[config.mk]
export PLATFORM = sky130hd
export DESIGN_NAME = level_meter
export DESIGN_NICKNAME = d
export VERILOG_FILES = /design/src/rtl/level_meter_pkg.sv /design/src/rtl/level_meter_chan.sv /design/src/rtl/level_meter.sv
export SDC_FILE = /design/constraint.sdc
export NUM_CORES = 1
export LEC_CHECK = 0
export BUFFER_PORTS_ARGS = -buffer_cell sky130_fd_sc_hd__buf_4
export CAP_MARGIN = 20
export CELL_PAD_IN_SITES_DETAIL_PLACEMENT = 0
export CELL_PAD_IN_SITES_GLOBAL_PLACEMENT = 1
export CORE_MARGIN = 2
export CORE_UTILIZATION = 30
export CTS_CLUSTER_SIZE = 8
export DETAILED_ROUTE_END_ITERATION = 8
export PLACE_DENSITY_LB_ADDON = 0.1
export SETUP_SLACK_MARGIN = 0.05
export SLEW_MARGIN = 30
export SYNTH_ARGS = -nofsm -noshare
export SYNTH_HDL_FRONTEND = slang
export SYNTH_SLANG_ARGS = --single-unit
[constraint.sdc]
create_clock -name clock -period 12.45 [get_ports clock]
set_input_delay 0.6225 -clock clock [delete_from_list [all_inputs] [get_ports clock]]
set_output_delay 0.6225 -clock clock [all_outputs]
set_load 0.01 [all_outputs]
[src/rtl/level_meter_pkg.sv]
// Shared types and helpers for the level meter slice.
package level_meter_pkg;

    typedef enum logic [1:0] {
        IDLE   = 2'd0,
        CALC   = 2'd1,
        COMMIT = 2'd2
    } state_t;

    typedef enum logic {
        BAR = 1'b0,
        DOT = 1'b1
    } mode_t;

    // Smallest r such that 2**r >= value; exact log2 for powers of two.
    function automatic int log2_ceil(input int value);
        int result;
        result = 0;
        for (int i = 0; i < 31; i++) begin
            if ((1 << i) < value) begin
                result = i + 1;
            end
        end
        return result;
    endfunction

endpackage

[src/rtl/level_meter_chan.sv]
// Per-channel combinational step: magnitude with saturation, envelope
// attack/decay, lit LED count and clip counter update.
module level_meter_chan
    import level_meter_pkg::*;
#(
    parameter int SAMPLE_W    = 16,
    parameter int NUM_LEDS    = 8,
    parameter int DECAY_SHIFT = 4,
    parameter int CLIP_HOLD   = 8,
    localparam int ENV_W      = SAMPLE_W - 1,
    localparam int LIT_W      = log2_ceil(NUM_LEDS) + 1,
    localparam int CLIP_W     = (log2_ceil(CLIP_HOLD + 1) < 1) ? 1 : log2_ceil(CLIP_HOLD + 1)
) (
    input  logic signed [SAMPLE_W-1:0] sample,
    input  logic        [ENV_W-1:0]    env,
    input  logic        [CLIP_W-1:0]   clip_cnt,
    output logic        [ENV_W-1:0]    env_next,
    output logic        [LIT_W-1:0]    lit_next,
    output logic        [CLIP_W-1:0]   clip_cnt_next
);

    // Each LED covers 2**SHIFT_S magnitude codes.
    localparam int SHIFT_S = SAMPLE_W - 1 - log2_ceil(NUM_LEDS);
    localparam logic [ENV_W-1:0] A_MAX = {ENV_W{1'b1}};

    logic [ENV_W-1:0] mag;
    logic [ENV_W-1:0] decay;
    logic [ENV_W-1:0] decayed;

    // Magnitude; the most negative code has no positive twin and saturates.
    always_comb begin
        mag = sample[ENV_W-1:0];
        if (sample[SAMPLE_W-1]) begin
            if (sample[ENV_W-1:0] == '0) begin
                mag = A_MAX;
            end else begin
                mag = ~sample[ENV_W-1:0] + ENV_W'(1);
            end
        end
    end

    // Instant attack, exponential decay with a minimum step of one code.
    always_comb begin
        decay = env >> DECAY_SHIFT;
        if (decay == '0 && env != '0) begin
            decay = ENV_W'(1);
        end
        decayed  = env - decay;
        env_next = (mag > decayed) ? mag : decayed;
    end

    // LED count and clip hold counter.
    always_comb begin
        if (env_next == '0) begin
            lit_next = '0;
        end else begin
            lit_next = LIT_W'((env_next - ENV_W'(1)) >> SHIFT_S) + LIT_W'(1);
        end
        if (mag == A_MAX) begin
            clip_cnt_next = CLIP_W'(CLIP_HOLD);
        end else if (clip_cnt != '0) begin
            clip_cnt_next = clip_cnt - CLIP_W'(1);
        end else begin
            clip_cnt_next = '0;
        end
    end

endmodule

[src/rtl/level_meter.sv]
// Multi-channel LED level meter with a time-multiplexed channel datapath.
// Optional peak-hold marker: define LEVEL_METER_PEAK_HOLD_EN.
//
// state  | meaning
// IDLE   | ready high, waiting for a frame strobe
// CALC   | one channel per cycle through the shared datapath
// COMMIT | register LED pattern and clip flags, then back to IDLE
module level_meter
    import level_meter_pkg::*;
#(
    parameter int SAMPLE_W     = 16,
    parameter int NUM_CH       = 2,
    parameter int NUM_LEDS     = 8,
    parameter int DECAY_SHIFT  = 4,
    parameter int HOLD_SAMPLES = 4,
    parameter int CLIP_HOLD    = 8
) (
    input  logic                         clock,
    input  logic                         reset,
    input  logic [NUM_CH*SAMPLE_W-1:0]   samples_in,
    input  logic                         sample_valid,
    input  logic                         mode,
    output logic                         ready,
    output logic [NUM_CH*NUM_LEDS-1:0]   lights,
    output logic [NUM_CH-1:0]            clip
);

    localparam int ENV_W  = SAMPLE_W - 1;
    localparam int LIT_W  = log2_ceil(NUM_LEDS) + 1;
    localparam int CLIP_W = (log2_ceil(CLIP_HOLD + 1) < 1) ? 1 : log2_ceil(CLIP_HOLD + 1);
    localparam int CH_W   = (NUM_CH > 1) ? log2_ceil(NUM_CH) : 1;

    state_t                       state_q, state_d;
    logic [CH_W-1:0]              ch_q, ch_d;
    logic [NUM_CH*SAMPLE_W-1:0]   frame_q;
    logic [ENV_W-1:0]             env_q      [NUM_CH];
    logic [CLIP_W-1:0]            clip_cnt_q [NUM_CH];
    logic [LIT_W-1:0]             lit_q      [NUM_CH];

    logic signed [SAMPLE_W-1:0]   cur_sample;
    logic [ENV_W-1:0]             env_next;
    logic [LIT_W-1:0]             lit_next;
    logic [CLIP_W-1:0]            clip_next;
    logic [NUM_CH*NUM_LEDS-1:0]   pattern;
    logic                         led_on;
    mode_t                        mode_sel;

    assign mode_sel   = mode_t'(mode);
    assign ready      = (state_q == IDLE);
    assign cur_sample = frame_q[ch_q*SAMPLE_W +: SAMPLE_W];

    level_meter_chan #(
        .SAMPLE_W    (SAMPLE_W),
        .NUM_LEDS    (NUM_LEDS),
        .DECAY_SHIFT (DECAY_SHIFT),
        .CLIP_HOLD   (CLIP_HOLD)
    ) u_chan (
        .sample        (cur_sample),
        .env           (env_q[ch_q]),
        .clip_cnt      (clip_cnt_q[ch_q]),
        .env_next      (env_next),
        .lit_next      (lit_next),
        .clip_cnt_next (clip_next)
    );

    // FSM state and channel index register.
    always_ff @(posedge clock) begin
        if (!reset) begin
            state_q <= IDLE;
            ch_q    <= '0;
        end else begin
            state_q <= state_d;
            ch_q    <= ch_d;
        end
    end

    // Next-state logic; strobes outside IDLE are simply not looked at.
    always_comb begin
        state_d = state_q;
        ch_d    = ch_q;
        case (state_q)
            IDLE: begin
                if (sample_valid) begin
                    state_d = CALC;
                    ch_d    = '0;
                end
            end
            CALC: begin
                if (ch_q == CH_W'(NUM_CH - 1)) begin
                    state_d = COMMIT;
                    ch_d    = '0;
                end else begin
                    ch_d = ch_q + CH_W'(1);
                end
            end
            COMMIT: state_d = IDLE;
            default: begin
                state_d = IDLE;
                ch_d    = '0;
            end
        endcase
    end

    // Capture the frame on acceptance so later input changes cannot leak in.
    always_ff @(posedge clock) begin
        if (!reset) begin
            frame_q <= '0;
        end else if (state_q == IDLE && sample_valid) begin
            frame_q <= samples_in;
        end
    end

`ifdef LEVEL_METER_PEAK_HOLD_EN
    localparam int HOLD_W = (log2_ceil(HOLD_SAMPLES + 1) < 1) ? 1 : log2_ceil(HOLD_SAMPLES + 1);

    logic [LIT_W-1:0]  peak_q [NUM_CH];
    logic [HOLD_W-1:0] hold_q [NUM_CH];
    logic [LIT_W-1:0]  peak_next;
    logic [HOLD_W-1:0] hold_next;

    // Peak marker: jump up immediately, otherwise count down the hold then step.
    // n below peak implies peak is non-zero, so the final branch cannot underflow.
    always_comb begin
        peak_next = peak_q[ch_q];
        hold_next = hold_q[ch_q];
        if (lit_next >= peak_q[ch_q]) begin
            peak_next = lit_next;
            hold_next = HOLD_W'(HOLD_SAMPLES);
        end else if (hold_q[ch_q] != '0) begin
            hold_next = hold_q[ch_q] - HOLD_W'(1);
        end else begin
            peak_next = peak_q[ch_q] - LIT_W'(1);
            hold_next = HOLD_W'(HOLD_SAMPLES);
        end
    end

    // Peak and hold registers, written for the channel in flight.
    always_ff @(posedge clock) begin
        if (!reset) begin
            for (int c = 0; c < NUM_CH; c++) begin
                peak_q[c] <= '0;
                hold_q[c] <= '0;
            end
        end else if (state_q == CALC) begin
            peak_q[ch_q] <= peak_next;
            hold_q[ch_q] <= hold_next;
        end
    end
`endif

    // Per-channel envelope, clip counter and lit count, written during CALC.
    always_ff @(posedge clock) begin
        if (!reset) begin
            for (int c = 0; c < NUM_CH; c++) begin
                env_q[c]      <= '0;
                clip_cnt_q[c] <= '0;
                lit_q[c]      <= '0;
            end
        end else if (state_q == CALC) begin
            env_q[ch_q]      <= env_next;
            clip_cnt_q[ch_q] <= clip_next;
            lit_q[ch_q]      <= lit_next;
        end
    end

    // Bar/dot encoding of the stored counts, with the peak marker ORed in.
    always_comb begin
        pattern = '0;
        led_on  = 1'b0;
        for (int c = 0; c < NUM_CH; c++) begin
            for (int i = 0; i < NUM_LEDS; i++) begin
                if (mode_sel == BAR) begin
                    led_on = (LIT_W'(i) < lit_q[c]);
                end else begin
                    led_on = (LIT_W'(i + 1) == lit_q[c]);
                end
`ifdef LEVEL_METER_PEAK_HOLD_EN
                led_on = led_on | (LIT_W'(i + 1) == peak_q[c]);
`endif
                pattern[c*NUM_LEDS + i] = led_on;
            end
        end
    end

    // Display registers, refreshed once per frame.
    always_ff @(posedge clock) begin
        if (!reset) begin
            lights <= '0;
            clip   <= '0;
        end else if (state_q == COMMIT) begin
            lights <= pattern;
            for (int c = 0; c < NUM_CH; c++) begin
                clip[c] <= (clip_cnt_q[c] != '0);
            end
        end
    end

endmodule
Word level (Yosys, flattened, before mapping)
Memory sizes are Yosys's and may differ from the RTL's. A register that Yosys moved wholly into a read port is not among the register bits.
Index checks and enable logic that the tools add are counted.
{ "totals": {"reg_bits": 53, "ramBits": 46, "n_memories": 3, "out_inout_bits": 19, "elab_cells": 116} }
{ "mem_list": {"columns": ["name", "depth", "width", "rd", "rd_clocked_by_memory_dff", "wr", "line_no", "source"], "rows": [
  ["env_q", 2, 15, 1, 1, 2, "level_meter.sv:36", "logic [ENV_W-1:0] env_q [NUM_CH];"],
  ["clip_cnt_q", 2, 4, 3, 1, 2, "level_meter.sv:37", "logic [CLIP_W-1:0] clip_cnt_q [NUM_CH];"],
  ["lit_q", 2, 4, 2, 0, 2, "level_meter.sv:38", "logic [LIT_W-1:0] lit_q [NUM_CH];"]
]} }
{ "op_classes": {"mux": 46, "shifts": 1, "reduce_logical": 15, "magnitude_cmp": 17, "n_eq_ne": 21, "bitwise_logic": 2, "add_sub_neg": 6} }
{ "op_table": {"columns": ["operator", "count"], "rows": [
  ["$mux 15", 4],
  ["$logic_not 15->1", 3],
  ["$eq 3x4->1 const A", 8],
  ["$lt 3x4->1 const A", 8],
  ["$mux 1", 32],
  ["$shiftx 32x6->16", 1],
  ["$mux 4", 5],
  ["$eq 2x4->1 const A", 4],
  ["$lt 1x4->1 const A", 4],
  ["$lt 2x4->1 const A", 4],
  ["$add 15x1->15 const B", 1],
  ["$eq 15x15->1 const B", 1],
  ["$gt 15x15->1", 1],
  ["$not 15->15", 1],
  ["$reduce_bool 15->1", 1],
  ["$reduce_or 15->1", 1],
  ["$sub 15x1->15 const B", 1],
  ["$sub 15x11->15", 1],
  ["$reduce_bool 4->1", 3],
  ["$mux 11", 1],
  ["$eq 1x4->1 const A", 2],
  ["$eq 4x4->1 const A", 2],
  ["$reduce_or 4->1", 2],
  ["$add 3x1->4 const B", 1],
  ["12 further kinds", 16]
]} }

Depth between registers and ports, before layout
Gate-level depths: netlist (run 1).
{ "logic_depth": {"depth_word": 11, "depth_mapped": 30} }

Modules after synthesis
A second synthesis (run 1) with hierarchy kept.
{ "hier_totals": {"cells_unflattened": 726, "hier_area_um2": 6626.4} }
{ "modules_own_cells": {"columns": ["mod", "seq_area_each_um2", "area_per_inst_um2", "n_inst", "cells_each"], "rows": [
  ["level_meter", 2462.4, 4336.7, 1, 394],
  ["level_meter_chan", 0.0, 2289.7, 1, 332]
]} }

Worst setup path before layout (run 1)
No wires, ideal clock.
{ "synth_timing": {"path_type": "reg2reg", "from": "reg (tool-made name)", "to": "mem lit_q[0][2] (netlist name), data pin", "path_buffers": 2, "setup_ns": 0.265, "period_less_slack_ns": 6.969, "t_arrival_ns": 6.704, "path_stages_with_launch": 30, "required_time_ns": 12.185, "slack_ns": 5.481, "cell_sequence": "dfxtp_1 -> buf_2 -> buf_1 -> mux2i_1 -> inv_1 -> or4b_2 -> a31o_2 -> ha_1 -> fa_1 -> nand2b_1 -> a211oi_1 -> o41a_1 -> o311a_1 -> nor4_1 -> or2_2 -> ha_1 -> a21oi_1 -> o21ai_1 -> or4_1 -> o21a_1 -> or3_1 -> nor4b_2 -> o21ai_2 -> nor2_1 -> xnor2_1 -> ha_1 -> nand3_1 -> nor3_1 -> o21ai_0 -> o31ai_1"} }
{ "synth_lines": {"columns": ["element", "line_no"], "rows": [
  ["to (decl)", "level_meter.sv:38"]
]} }

==> results of run 1 <==
## sequential cells by signal (all words and copies together) (netlist names), named ones only
| register | cells |
|---|---|
| state_q | 2 |
| clip | 2 |
| env_q | 30 |
| frame_q | 32 |
| lit_q | 8 |
| lights | 16 |
| clip_cnt_q | 8 |
| ch_q | 1 |
## cell families after synthesis
group           after synthesis
buf+inv                      62
flops                       100
fa+ha+maj                    29
compound gates              204
xor+xnor                     12
simple gates                310
mux                          40
## area by class of cell
class                   instances  area [µm²]  area share (%)
multi-input cells             595        3820            51.0
clock inverters                 7        92.6            1.24
clock buffers                   9         225            3.01
flip-flops and latches        100        2460            32.9
repair buffers                 60         463            6.18
inverters                      23        86.3            1.15
well taps                     275         344            4.59
## per-layer routing
metal / GRT usage [%] / up-vias / wire (µm)
li1: - / 2821 / -
met1: 21.5 / 2678 / 8430
met2: 28.8 / 89 / 9060
met5: 0 / - / 0
met3: 2.63 / 15 / 462
met4: 3.75 / 0 / 209
## cells in the final DEF, fill, tap and decap left out, drive strengths merged, types with 10 or more instances in the layout
cell / Yosys / routed
a21boi: 41 / 41
a21oi: 35 / 35
buf: 8 / 60
dfxtp: 54 / 54
edfxtp: 46 / 46
ha: 28 / 28
inv: 23 / 26
mux2: 12 / 12
mux2i: 28 / 28
nand2: 106 / 106
nand2b: 10 / 10
nand3: 21 / 21
nor2: 87 / 87
nor2b: 11 / 11
nor3: 31 / 31
o211ai: 11 / 11
o21ai: 41 / 41
o31ai: 15 / 15
## worst register-to-register path, cell delays in order, from the launching register on
cell and delay (ps):
dfxtp_1 310, buf_4 310, mux2i_1 390, inv_1 100, or4b_2 690, a31o_2 260, ha_1 210, fa_1 420
nand2b_1 180, a211oi_1 300, o41a_1 290, o311a_1 200, nor4_1 70, or2_2 300, ha_1 320, and4_1 170
and2_0 130, a2bb2oi_1 130, o21a_1 710, o311ai_0 280, nor4_1 590, o21ai_2 180, xnor2_1 270, ha_1 280
nand3_1 110, nor3_1 150, o21ai_0 100, o31ai_1 90
## worst max-delay path by stage
| stage | start | to | slack [ps] | depth (start not counted) |
|---|---|---|---|---|
| after floorplan | flop | lit_q[0][2] | 5480 | 29 |
| after global placement | flop | lit_q[0][2] | 5030 | 28 |
| after detailed placement | flop | lit_q[1][2] | 4820 | 26 |
| after CTS | flop | lit_q[1][2] | 4800 | 26 |
| after global routing | flop | lit_q[1][2] | 4080 | 27 |
| final | flop | lit_q[0][2] | 4740 | 27 |
## power by group through the flow
stage / registers, W / clock network, W / logic, W
after detailed placement: 0.000410 / 0 / 0.000592
after global placement: 0.000409 / 0 / 0.000586
after global routing: 0.000404 / 0.000323 / 0.000665
final: 0.000399 / 0.000299 / 0.000597
after floorplan: 0.000397 / 0 / 0.000429
after CTS: 0.000403 / 0.000310 / 0.000595
## synth_stat cells, types with 3 or more instances
master and n:
o311ai_0 4, ha_1 28, dfxtp_1 54, a21o_1 5
xor2_1 4, nor2b_1 11, o21ai_2 3, nor4b_2 3
nand2_1 105, a21oi_1 35, clkbuf_1 31, o211a_1 9
o31ai_1 15, a211oi_1 8, nor4_1 4, nor3_1 31
inv_1 23, xnor2_1 8, nand2b_1 10, mux2_2 12
edfxtp_1 46, nor2_1 87, o21a_1 9, or2_2 7
o211ai_1 11, nand4_1 5, a21boi_0 41, or3_1 4
a211o_1 4, o21ai_1 5, o21ai_0 33, buf_2 5
a31oi_1 5, nand3_1 20, o31a_1 6, mux2i_1 27
## through the flow
step / hold WS (ps) / std cells / utilization (%) / total power [W] / cell area [µm²]
6_report: 469 / 1069 / 35.3 / 0.00129 / 7490
5_1_grt: 510 / 1069 / 35.3 / 0.00139 / 7490
4_1_cts: 474 / 1068 / 35.2 / 0.00131 / 7470
3_3_place_gp: 456 / 1052 / 33.7 / 0.000996 / 7150
3_5_place_dp: 460 / 1052 / 33.7 / 0.00100 / 7160
2_1_floorplan: 453 / 757 / - / 0.000825 / 6530
==> flow_summary.json, run 1 <==
{
  "crit_family": "compound AO/OA/AOI/OAI gates",
  "cts_made_buffers": 9,
  "grt_pass1_wl_mm": 29.3,
  "holdCritPathClass": "reg -> reg",
  "worstHoldStart": "lights[9]",
  "crit-reg2reg-capture": "lit_q[0][2]",
  "synth_area_leader_cell": "edfxtp_1",
  "synth_xor_area_share_pct": 1.61,
  "worst_r2r_path_depth": 27,
  "worstPathArrival_ps": 7890,
  "maxCapViolations": 0,
  "viasPerCell": 5.24,
  "crit_type": "reg -> reg",
  "cp-end-kind": "flop",
  "hold-path-cell-count": 2,
  "slew_headroom_pct": 36.2,
  "clk_pin_slew_ps": 80,
  "power.share.clock_pct": 23.1,
  "hold_end": "lights[9]",
  "core_um2": 21200,
  "fp.dieArea_um2": 23000,
  "yosys_warnings": 0,
  "fin_nets": 854,
  "seq_area_frac_synth_pct": 37.7,
  "swShare_pct": 42.0,
  "finalHoldViolations": 0,
  "setup_viol": 0,
  "wl_per_cell_um": 17.0,
  "seq_power_share_pct": 30.8,
  "period_needed_ps": 7710,
  "drive_above_1_share_pct": 14.4,
  "fin_ws_ps": 4740,
  "synthTopCellsByArea": "edfxtp_1 21%, dfxtp_1 17%, nand2_1 6.0%",
  "p_per_area_nw_per_um2": 173,
  "antenna_found_initial": 0,
  "nFillCells": 2236,
  "cpMostUsedCell": "ha_1",
  "yosys-mux-area-fraction_pct": 6.42,
  "drc": 0,
  "grt_pass1_vias": 5439,
  "grt_usage_pct": 16.5,
  "synth_top_cell_area_share_pct": 21.2,
  "area_delta_synth_final_pct": 14.8,
  "vias": 5603,
  "status": "finished clean",
  "worst-path-buf-inv": 2,
  "cts.htree.levels": 3,
  "finClkSkew_ps": 7.07,
  "syn-instance-count": 757,
  "yosys.area_share.simple_pct": 23.0,
  "p_int_w": 0.000751,
  "cts_tree": "yes",
  "fmax_mhz": 130,
  "first_iter_violations": 283,
  "die_w_um": 152,
  "ioPinCount": 55,
  "rrSetupSlack_ps": 4740,
  "antenna_left": 0,
  "initial_core_util_pct": 30.8,
  "crit_path_top_delay_cell": "o21a_1",
  "drv_slew": 0,
  "wl_mm": 18.2,
  "synth.net_count": 822,
  "cp_max_fo": 27,
  "finalCritPeriodShare_pct": 61.9,
  "dr.pass1.iters": 5,
  "synthFlopType": "dfxtp_1",
  "p_sw_w": 0.000544,
  "mappedNetlistArea_um2": 6530,
  "avgSynthCellArea_um2": 8.63,
  "crit_required_ps": 12630,
  "clkLatencyLatePin_ps": 360,
  "finalSetupTns_ps": 0,
  "grt_max_degree": 60,
  "synth_top_family_by_area": "simple AND/OR/NAND/NOR gates",
  "cts_sinks": 100,
  "dpl_worst_slack_ps": 4820,
  "die_h_um": 152,
  "grt_overflow": 0,
  "clock-root-buffer": "clkbuf_16",
  "synth_compound_area_share_pct": 21.7,
  "antenna_cells": 0,
  "ys_seq_elements": 100,
  "synth-adder-area-share_pct": 5.67,
  "ir_drop_v": 0.0000633,
  "worst_pin_slew_ps": 930,
  "post-cts-setup-buffers": 0,
  "place.gp.congestion": 0.835,
  "clockBufferDepth": 2,
  "port_buffers": 54,
  "post_cts_resized": 0,
  "synth_edf_count": 46,
  "async_flop_share_pct": 0,
  "power_leakage_nw": 2.96,
  "hpwl_mm": 14.0,
  "start_kind": "flop",
  "holdBufCountCts": 0,
  "p_comb_share_pct": 46.1,
  "num_rows": 53,
  "max_stage_delay_ps": 710,
  "synth.distinct_cells": 67,
  "rsz0062_at_grt": "false"
}
(Power assumes the default switching activity.)
==> inputs of run 2 (changes only) <==
- clock period: 12.45 -> 6.5 ns (I/O delays scaled with it)
==> run 2 against run 1 <==
Net effect:
- final cell count grew 5.1%
- count of clock-buffer cells in the layout grew 1
- hold slack lost 250 ps
- critical path depth grew 1
- register-to-register slack lost 4500 ps
- clock power grew 73%
- first-iteration DRC count shrank 7.8%
- power grew 100%
==> flow_summary.json, run 2 (synthesis gave the netlist of run 1 again) <==
{
  "drc": 0,
  "crit_required_ps": 6690,
  "vias": 5746,
  "maxCapViolations": 0,
  "highest_layer": "met4",
  "hold_ws_ps": 222,
  "holdCritPathClass": "in -> reg",
  "worstHoldStart": "samples_in[25]",
  "power_leakage_nw": 3.26,
  "area_delta_synth_final_pct": 23.7,
  "cts.htree.levels": 3,
  "finalHoldViolations": 0,
  "clkLatencyLatePin_ps": 360,
  "start_kind": "flop",
  "ioPinCount": 55,
  "fp.dieArea_um2": 23000,
  "drive_above_1_share_pct": 23.0,
  "cts_made_buffers": 9,
  "place_area_um2": 7510,
  "numPlacedInstances": 1091,
  "slew_headroom_pct": 35.7,
  "drv_slew": 0,
  "ir_drop_v": 0.000149,
  "power.total_w": 0.00265,
  "period_needed_ps": 6300,
  "port_buffers": 54,
  "crit_type": "reg -> reg",
  "antenna_found_initial": 0,
  "place.gp.congestion": 0.845,
  "antenna_left": 0,
  "worstPathArrival_ps": 6490,
  "hold_end": "frame_q[25]",
  "instances_no_fill": 1123,
  "clockBufferDepth": 2,
  "drt-met1-wl_mm": 8.59,
  "cts_tree": "yes",
  "rrSetupSlack_ps": 200,
  "cp_max_fo": 4,
  "clk_pin_slew_ps": 70,
  "regMostFlops": "frame_q",
  "cts_sinks": 100,
  "worst_r2r_path_depth": 28,
  "die_w_um": 152,
  "worst_pin_slew_ps": 938,
  "grt_overflow": 0,
  "num_rows": 53,
  "crit_path_top_delay_cell": "or4b_4",
  "clock-root-buffer": "clkbuf_16",
  "cp-end-kind": "flop",
  "first_iter_violations": 261,
  "nFillCells": 2217,
  "largest_register_ffs": 32,
  "antenna_cells": 0,
  "viasPerCell": 5.12,
  "status": "finished clean",
  "design_area_um2": 8080,
  "dr_wl_met3_um": 507,
  "grt_max_degree": 60,
  "grt_pass1_wl_mm": 30.8,
  "dr_wl_met2_mm": 9.55,
  "crit-reg2reg-capture": "lit_q[0][2]",
  "hold-path-cell-count": 3,
  "finalCritPeriodShare_pct": 96.9,
  "grt_usage_pct": 17.2,
  "setup_viol": 0,
  "wl_per_cell_um": 16.8,
  "mostFrequentLayoutCells": "112 x buf_4, 104 x nand2_1, 86 x nor2_1, 52 x dfxtp_1, 46 x edfxtp_1",
  "rsz0062_at_grt": "true",
  "fmax_mhz": 159,
  "die_h_um": 152,
  "wl_mm": 18.9,
  "hpwl_mm": 14.3,
  "holdBufCountCts": 0,
  "max_stage_delay_ps": 520,
  "core_um2": 21200,
  "initial_core_util_pct": 30.8,
  "fin_nets": 908,
  "reg.largest.list": "frame_q (32), env_q (30), lights (16)",
  "dr.pass1.iters": 4,
  "fin_util_pct": 38.1,
  "layout_commonest_cell": "buf_4",
  "grt_pass1_vias": 5758,
  "finClkSkew_ps": 10.9,
  "p_per_area_nw_per_um2": 328
}
## run 2: layout make-up
class                           instances  area, µm²  share of cell area, %
Clock buffer                           10        229                   2.83
Clock inverter                          6       45.0                  0.558
Timing Repair Buffer                  114        876                   10.8
Inverter                               23       86.3                   1.07
Tap cell                              275        344                   4.26
Sequential cell                       100       2470                   30.5
Multi-Input combinational cell        595       4030                   49.9
## run 2: per-layer routing
metal,vias to the layer above,GRT usage (%)
met1,2708,21.7
met2,98,31.2
met3,18,2.51
met5,-,0
met4,0,3.94
li1,2922,-
## run 2: what timing repair did
item | in CTS | in global routing
endpoints found under the setup margin | 4 | 4
gates resized for setup | 16 | 21
gates cloned | 0 | 0
setup buffers | 10 | 6
pin swaps | 17 | 4
## run 2: worst max-delay path by stage
stage / from / to / slack, ps
6_report: flop / lit_q[0][2] / 200
3_5_place_dp: flop / lit_q[0][2] / -210
2_1_floorplan: flop / lit_q[0][2] / 60
5_1_grt: flop / lit_q[0][2] / -70
3_3_place_gp: flop / lit_q[0][2] / -110
4_1_cts: flop / lit_q[0][2] / 110
## run 2: metrics by stage
| step | setup TNS (ps) | worst slack [ps] |
|---|---|---|
| 2_1_floorplan | 0 | 62.1 |
| 3_3_place_gp | -173 | -106 |
| 3_5_place_dp | -572 | -212 |
| 4_1_cts | 0 | 113 |
| 5_1_grt | -121 | -70.7 |
| 6_report | 0 | 201 |
## run 2: worst max-delay path, delay by kind of cell, from the launching register on
kind	cells	cell delay, ps
multiplexers	1	300
AO/OA/AOI/OAI	9	1480
AND/OR/NAND/NOR	9	2240
flip-flops	1	370
buffers and inverters	3	340
XOR/XNOR	2	340
adder cells (fa/ha/maj)	4	1050
## run 2: power breakdown
group	total, W	internal [W]	switching [W]	leakage, nW
sequential	0.000772	0.000719	0.0000530	0.925
clock	0.000517	0.000263	0.000254	0.129
combinational	0.00136	0.000582	0.000776	2.21
==> inputs of run 3 (changes only) <==
- CORE_UTILIZATION: 30 -> 42
==> run 3 against run 2 <==
Net effect:
- critical path depth unchanged
- largest cell class unchanged
- non-clock buffer count decreased by 8
- sequential power decreased by 0.5%
- register-to-register slack got worse by 140 ps
- fmax decreased by 2.2%
==> flow_summary.json, run 3 (synthesis gave the netlist of run 1 again) <==
{
  "dr.pass1.iters": 5,
  "grt_max_degree": 60,
  "wl_per_cell_um": 17.1,
  "period_needed_ps": 6440,
  "finalSetupTns_ps": 0,
  "clkLatencyLatePin_ps": 360,
  "antenna_cells": 0,
  "numPlacedInstances": 1002,
  "place.gp.congestion": 0.894,
  "fmax_mhz": 155,
  "seq_power_share_pct": 28.9,
  "die_h_um": 129,
  "drive_above_1_share_pct": 22.4,
  "area_delta_synth_final_pct": 20.8,
  "cts_sinks": 100,
  "viasPerCell": 5.61,
  "largest_register_ffs": 32,
  "cts_made_buffers": 9,
  "holdCritPathClass": "in -> reg",
  "finalCritPeriodShare_pct": 99.1,
  "rsz0062_at_grt": "true",
  "grt_usage_pct": 21.8,
  "num_rows": 45,
  "antenna_left": 0,
  "crit_required_ps": 6590,
  "regMostFlops": "frame_q",
  "vias": 5768,
  "p_int_w": 0.00156,
  "setup_viol": 0,
  "worstPathArrival_ps": 6540,
  "crit_path_top_delay_cell": "o41a_1",
  "finClkSkew_ps": 11.7,
  "first_iter_violations": 332,
  "power.share.clock_pct": 20.0,
  "cts.htree.levels": 3,
  "grt_pass1_vias": 5591,
  "cp_max_fo": 6,
  "port_buffers": 54,
  "clk_pin_slew_ps": 70,
  "worst_pin_slew_ps": 944,
  "fin_util_pct": 51.9,
  "cts_tree": "yes",
  "ioPinCount": 55,
  "grt_pass1_wl_mm": 28.4,
  "fp.dieArea_um2": 16600,
  "die_w_um": 129,
  "fin_nets": 900,
  "clockBufferDepth": 2,
  "cp-end-kind": "flop",
  "antenna_found_initial": 0,
  "core_um2": 15200,
  "nFillCells": 1448,
  "mostFrequentLayoutCells": "104 x nand2_1, 104 x buf_4, 86 x nor2_1, 52 x dfxtp_1, 46 x edfxtp_1",
  "slew_headroom_pct": 35.3,
  "finalHoldViolations": 0,
  "grt_overflow": 0,
  "wl_mm": 17.6,
  "initial_core_util_pct": 43.0,
  "p_per_area_nw_per_um2": 336,
  "swShare_pct": 41.2,
  "clock-root-buffer": "clkbuf_16",
  "p_sw_w": 0.00109,
  "drv_slew": 0,
  "max_stage_delay_ps": 500,
  "instances_no_fill": 1028,
  "reg.largest.list": "frame_q (32), env_q (30), lights (16)",
  "maxCapViolations": 0,
  "holdBufCountCts": 0,
  "status": "finished clean",
  "p_comb_share_pct": 51.1,
  "drc": 0,
  "start_kind": "flop",
  "ir_drop_v": 0.000138,
  "crit_type": "reg -> reg",
  "hpwl_mm": 13.3,
  "power_leakage_nw": 3.22
}
## run 3: area by class of cell
class	instances	area, µm²	area share, %
clock buffer	10	229	2.90
multi-input combinational	595	4000	50.6
sequential	100	2460	31.2
clock inverter	6	57.6	0.730
tap	188	235	2.98
timing repair buffer	106	821	10.4
inverter	23	86.3	1.09
## run 3: critical path: cells and delay by family, from the launching register on
kind	cells	cell delay [ps]
adder cells (fa/ha/maj)	4	820
XOR/XNOR	1	150
multiplexers	1	240
buffers and inverters	3	320
AO/OA/AOI/OAI	11	2270
AND/OR/NAND/NOR	8	2010
flip-flops	1	360
## run 3: metal layers
metal	global-route usage, %	wire length, µm	up-vias
li1	-	-	2910
met1	28.2	7840	2748
met2	38.7	9070	96
met3	2.87	501	14
met4	5.12	203	0
met5	0	0	-
## run 3: worst paths after layout
kind                 start           to  slack, ps  cells after the start
max                   flop  lit_q[0][2]         60                     28
min          samples_in[9]   frame_q[9]        230                      3
max reg2reg           flop  lit_q[0][2]         60                     28
min reg2reg      lights[5]    lights[5]        470                      2
## run 3: timing repair
action | 4_1_cts | 5_1_grt
resized for setup | 11 | 20
setup buffers | 4 | 6
endpoints found under the setup margin | 4 | 4
cloned | 0 | 0
pin swaps | 13 | 12
## run 3: power by group through the flow
stage | Sequential [W] | Clock, W | Combinational [W]
after floorplan | 0.000761 | 0 | 0.000841
after global placement | 0.000778 | 0 | 0.00124
after detailed placement | 0.000779 | 0 | 0.00126
after CTS | 0.000765 | 0.000541 | 0.00130
after global routing | 0.000775 | 0.000568 | 0.00149
final | 0.000768 | 0.000530 | 0.00136
## run 3: per-stage QoR
| step | hold WS, ps | setup WS, ps | total power [W] | area [µm²] |
|---|---|---|---|---|
| 2_1_floorplan | 453 | 62.1 | 0.00160 | 6590 |
| 3_3_place_gp | 452 | -79.1 | 0.00201 | 7380 |
| 3_5_place_dp | 459 | -313 | 0.00204 | 7390 |
| 4_1_cts | 219 | 71.7 | 0.00261 | 7750 |
| 5_1_grt | 237 | -204 | 0.00283 | 7890 |
| 6_report | 228 | 56.7 | 0.00265 | 7890 |
